==> src/rtl/tdc_pulse_gen.sv <==
// rtl/tdc_pulse_gen.sv - two-edge stimulus generator with programmable coarse interval and fine tap
// Optional feature macro: TDC_ARM_OUT_EN (adds tdc_arm output and a 2-cycle ARM_WAIT state)
module tdc_pulse_gen #(
    parameter int PULSE_W  = 2,
    parameter int COARSE_W = 29
) (
    input  logic        clk,
    input  logic        rst_n,
    input  logic        start,
    input  logic        abort,
    input  logic [39:0] interval,
    output logic        sig_out,
    output logic [4:0]  fine_sel,
    output logic        busy,
    output logic        done,
`ifdef TDC_ARM_OUT_EN
    output logic        clamp_err,
    output logic        tdc_arm
`else
    output logic        clamp_err
`endif
);

    localparam logic [COARSE_W-1:0] N_MIN = COARSE_W'(PULSE_W + 1);
    localparam logic [COARSE_W-1:0] C_ONE = COARSE_W'(1);
    localparam logic [3:0]          PW    = 4'(PULSE_W);

    typedef enum logic [2:0] {
        S_IDLE,
        S_PULSE1,
        S_GAP,
`ifdef TDC_ARM_OUT_EN
        S_PULSE2,
        S_ARM_WAIT
`else
        S_PULSE2
`endif
    } state_t;

    state_t                state, state_n;
    logic [COARSE_W-1:0]   cnt, cnt_n;
    logic [COARSE_W-1:0]   neff, neff_n;
    logic [3:0]            pw_cnt, pw_cnt_n;
    logic                  sig_n, busy_n, done_n, clamp_n;
    logic [4:0]            fine_n;
    logic [COARSE_W-1:0]   n_req;
    logic                  n_small;
    logic                  unused_hi;
`ifdef TDC_ARM_OUT_EN
    logic                  arm_n;
`endif

    assign n_req     = interval[COARSE_W+4:5];
    assign n_small   = (n_req < N_MIN);
    assign unused_hi = ^interval[39:COARSE_W+5];

    always_comb begin
        state_n  = state;
        cnt_n    = cnt;
        neff_n   = neff;
        pw_cnt_n = pw_cnt;
        sig_n    = sig_out;
        busy_n   = busy;
        done_n   = 1'b0;
        fine_n   = fine_sel;
        clamp_n  = clamp_err;
`ifdef TDC_ARM_OUT_EN
        arm_n    = 1'b0;
`endif
        case (state)
            S_IDLE: begin
                if (start && !abort) begin
                    neff_n   = n_small ? N_MIN : n_req;
                    clamp_n  = n_small;
                    fine_n   = interval[4:0];
                    busy_n   = 1'b1;
                    pw_cnt_n = 4'd1;
                    cnt_n    = C_ONE;
`ifdef TDC_ARM_OUT_EN
                    state_n  = S_ARM_WAIT;
                    arm_n    = 1'b1;
`else
                    state_n  = S_PULSE1;
                    sig_n    = 1'b1;
`endif
                end
            end
`ifdef TDC_ARM_OUT_EN
            S_ARM_WAIT: begin
                if (pw_cnt == 4'd2) begin
                    state_n  = S_PULSE1;
                    sig_n    = 1'b1;
                    pw_cnt_n = 4'd1;
                    cnt_n    = C_ONE;
                end else begin
                    pw_cnt_n = pw_cnt + 4'd1;
                end
            end
`endif
            S_PULSE1: begin
                // cnt tracks cycles since the first rise; it reaches at most PULSE_W+1 here
                cnt_n = cnt + C_ONE;
                if (pw_cnt == PW) begin
                    state_n = S_GAP;
                    sig_n   = 1'b0;
                end else begin
                    pw_cnt_n = pw_cnt + 4'd1;
                end
            end
            S_GAP: begin
                if (cnt == neff) begin
                    state_n  = S_PULSE2;
                    sig_n    = 1'b1;
                    pw_cnt_n = 4'd1;
                end else begin
                    cnt_n = cnt + C_ONE;
                end
            end
            S_PULSE2: begin
                if (pw_cnt == PW) begin
                    state_n = S_IDLE;
                    sig_n   = 1'b0;
                    busy_n  = 1'b0;
                    done_n  = 1'b1;
                end else begin
                    pw_cnt_n = pw_cnt + 4'd1;
                end
            end
            default: begin
                state_n = S_IDLE;
                sig_n   = 1'b0;
                busy_n  = 1'b0;
            end
        endcase

        if (abort && state != S_IDLE) begin
            state_n = S_IDLE;
            sig_n   = 1'b0;
            busy_n  = 1'b0;
            done_n  = 1'b0;
`ifdef TDC_ARM_OUT_EN
            arm_n   = 1'b0;
`endif
        end
    end

    always_ff @(posedge clk or negedge rst_n) begin
        if (!rst_n) begin
            state     <= S_IDLE;
            cnt       <= '0;
            neff      <= '0;
            pw_cnt    <= '0;
            sig_out   <= 1'b0;
            busy      <= 1'b0;
            done      <= 1'b0;
            fine_sel  <= '0;
            clamp_err <= 1'b0;
`ifdef TDC_ARM_OUT_EN
            tdc_arm   <= 1'b0;
`endif
        end else begin
            state     <= state_n;
            cnt       <= cnt_n;
            neff      <= neff_n;
            pw_cnt    <= pw_cnt_n;
            sig_out   <= sig_n;
            busy      <= busy_n;
            done      <= done_n;
            fine_sel  <= fine_n;
            clamp_err <= clamp_n;
`ifdef TDC_ARM_OUT_EN
            tdc_arm   <= arm_n;
`endif
        end
    end

endmodule

==> config.mk <==
export PLATFORM = sky130hd
export DESIGN_NAME = tdc_pulse_gen
export DESIGN_NICKNAME = d
export VERILOG_FILES = /design/src/rtl/tdc_pulse_gen.sv
export SDC_FILE = /design/constraint.sdc
export NUM_CORES = 1
export LEC_CHECK = 0
export ABC_CLOCK_PERIOD_IN_PS = 2570
export BUFFER_PORTS_ARGS = -buffer_cell sky130_fd_sc_hd__clkbuf_2
export CORE_ASPECT_RATIO = 0.75
export CORE_MARGIN = 10
export CORE_UTILIZATION = 58
export DETAILED_ROUTE_END_ITERATION = 12
export MAX_ROUTING_LAYER = met4
export PLACE_DENSITY = 0.89
export SETUP_SLACK_MARGIN = 0.02
export SLEW_MARGIN = 40
export SYNTH_ARGS = -nofsm -noshare
export SYNTH_HDL_FRONTEND = slang
export SYNTH_SLANG_ARGS = --single-unit
==> constraint.sdc <==
create_clock -name clk -period 2.57 [get_ports clk]
set_input_delay 0.257 -clock clk [delete_from_list [all_inputs] [get_ports clk]]
set_output_delay 0.257 -clock clk [all_outputs]
set_load 0.005 [all_outputs]
==> qor.txt <==
Die footprint - 10,600 µm²
Number of antenna violations at the first check in global routing - 0
CP Class - reg2reg
Final wirelength - 10.4 mm
Sequential area share after synthesis - 46.2%
WP data arrival - 2510 ps
Number of max-cap violations - 0
Min-delay worst type - in2async
Mapped Nets - 470
Cell Area, Synth - 3960 µm²
Startpoint Class - register
Finished Layout Cells - 544
Fin nets - 510
Area grow syn2layout - 13.9%
CP Capture Type - register
Placement Cell Area - 4240 µm²
Compound-gate portion of the synthesized area - 12.4%
First-iteration detailed-routing DRC count - 346
First-pass GRT wire length - 17.8 mm
Final ANT Viol Nets - 0
Clock transition at path regs - 80 ps
Ant diodes - 0
Headroom to the max-slew limit - 56.1%
Yosys Warn Count - 0
Cell row count - 25
Number of flops mapped to enable cells by yosys - 0
Slew @ Worst Pin - 658 ps
Synth Area per Inst - 9.46 µm²
Fin. Hold Viols - 0
Top cell type's share of synthesized area - 46.2%
Ranking of synthesized cells by area - dfrtp_1 46%, nand2_1 6.9%, a22o_1 6.2%
Total gr overflow - 0
Main synth FF type - dfrtp_1
Fin crit share - 88.6%
Largest net degree at the start of global routing - 74
Syn Inst Count - 418
Yosys cell types - 47
Finished Cell Area - 4500 µm²
CTS sink cnt - 73
Pwr Density - 1230 nW/µm²
Layout cells sized above 1 - 19.0%
DP Cell Count - 528
Clk Latency, worst-skew pair - 350 ps
Clk buf depth - 2
Skew final - 6.34 ps
First-pass detailed-route iteration total - 5
Mux cell area share after synthesis - 1.36%
# DRC - 0
Global Route Usage Sum - 21.2%
Vias per std cell - 6.40
Xor/xnor share of the synthesized area - 6.42%
# fillers - 474
Largest family of logic cells by synthesized area - simple AND/OR/NAND/NOR gates
Vias in the first global route - 3,552
Routed vias - 3,480
Fin util - 69.5%
# port buffers - 46
Post-CTS setup buffer count - 0
Leak - 2.14 nW
Average wire per standard cell - 19.2 µm
Worst R2R Path Depth - 7
CTS tree - done
Crit path required time - 2810 ps
Synth top cells by count - 73 x dfrtp_1, 73 x nand2_1, 43 x nand3_1
Peak supply drop - 0.588 mV
Starting density of the core - 61.1%
Critical Path Fanout Max - 18
TritonCTS Buffers - 9
Status - completed
Post-synthesis simple-gate area fraction - 27.1%
Area leader, netlist - dfrtp_1
GPL Wtd Cong - 0.894
Ports - 53
Hpwl dp - 7.37 mm
CTS Root Cell - clkbuf_8
# setup viols final - 0
Hold_buf cts - 0
Die Span Y - 91.5 µm
Max Slew Vio Count - 0
Fin Setup TNS - 0 ps
Synthesis-stage register bit count - 73
Min Tclk post-route - 2280 ps
RSZ-0062 raised after global routing - false
Die width - 115 µm
Ys async rst share - 100%
H-tree depth - 3
Max Fclk - 439 MHz
PostCTS Resize Cnt - 0
Post-synthesis adder-cell area fraction - 2.53%
CORE AREA - 6470 µm²
[metrics by stage]
step | hold slack, ps | setup slack (ps) | total power (W)
after floorplan | -38.6 | 431 | 0.00360
after global placement | 451 | 378 | 0.00412
after detailed placement | 408 | 321 | 0.00428
after CTS | 33.1 | 284 | 0.00548
after global routing | 63.2 | 146 | 0.00588
final | 4.76 | 293 | 0.00552
[where the power goes]
part / total (W) / switching [W] / internal (W)
Clock: 0.00117 / 0.000442 / 0.000725
Combinational: 0.00206 / 0.00122 / 0.000842
Sequential: 0.00229 / 0.000649 / 0.00164
[critical path, cell delays in order (launching register included)]
cell and delay, ps:
dfrtp_1 490, xor2_1 210, nor3_1 430, nand4_1 170, o21ai_2 250, buf_4 270, nor4b_1 80, a211o_1 260
[cell usage in the layout, fill, tap and decap left out, types with 2 or more instances in the layout]
cell type / Yosys / routed
nand2_1: 73 / 73
dfrtp_1: 73 / 73
clkbuf_2: 1 / 45
nand3_1: 43 / 43
a22o_1: 28 / 28
xor2_1: 27 / 27
or4_1: 18 / 18
nor4_1: 14 / 14
clkbuf_8: 0 / 12
nor2_1: 12 / 11
inv_1: 10 / 10
o211ai_1: 10 / 10
nand4_1: 9 / 9
nor3_1: 8 / 8
ha_1: 8 / 8
buf_4: 0 / 8
a21oi_1: 7 / 7
and3_1: 6 / 6
o21ai_0: 6 / 6
o221ai_1: 5 / 5
nand3b_1: 4 / 4
mux2_2: 3 / 3
bufinv_16: 0 / 3
nand2b_1: 2 / 2
xnor2_1: 2 / 2
mux2i_1: 2 / 2
or3_2: 2 / 2
nor2_2: 1 / 2
nor4b_1: 2 / 2
[registers in the layout (all words and copies together) (netlist names)]
name and cells:
state 2, busy 1, sig_out 1, pw_cnt 4
done 1, cnt 29, clamp_err 1, neff 29
fine_sel 5
[kinds of logic after synthesis]
| logic type | Yosys count |
|---|---|
| AOI/OAI and AO/OA | 63 |
| xor gates and xnor gates | 29 |
| adders and majority gates | 8 |
| buffers and inverters | 36 |
| DFF | 73 |
| muxes | 5 |
| and+or+nand+nor | 204 |
[per-layer routing]
| layer | GRT usage [%] | share of wire [%] | vias to the layer above |
|---|---|---|---|
| li1 | - | - | 1602 |
| met2 | 32.0 | 48 | 165 |
| met4 | 5.68 | 1.6 | 0 |
| met5 | - | 0 | - |
| met1 | 27.3 | 42 | 1693 |
| met3 | 5.79 | 8.3 | 20 |
[final cells by class]
cell class	count	area, µm²	share of cell area, %
tap	81	101	2.25
timing repair buffer	55	302	6.70
sequential	73	1830	40.6
multi-input combinational	309	1970	43.8
clock inverter	4	97.6	2.17
clock buffer	12	165	3.67
inverter	10	37.5	0.834
[path summary, 6_finish.rpt]
path	startpoint	to	slack, ps
worst max-delay path	cnt[10]$_DFFE_PN0P_	cnt[20]$_DFFE_PN0P_	290
worst min-delay path	rst_n	cnt[8]$_DFFE_PN0P_	5
worst max register to register	cnt[10]$_DFFE_PN0P_	cnt[20]$_DFFE_PN0P_	290
worst min register to register	fine_sel[2]$_DFFE_PN0P_	fine_sel[2]$_DFFE_PN0P_	480
max in group asynchronous	rst_n	neff[12]$_DFFE_PN0P_	2110
min in group clk	interval[1]	fine_sel[1]$_DFFE_PN0P_	100
No activity file was read; power rests on OpenSTA's default activity.
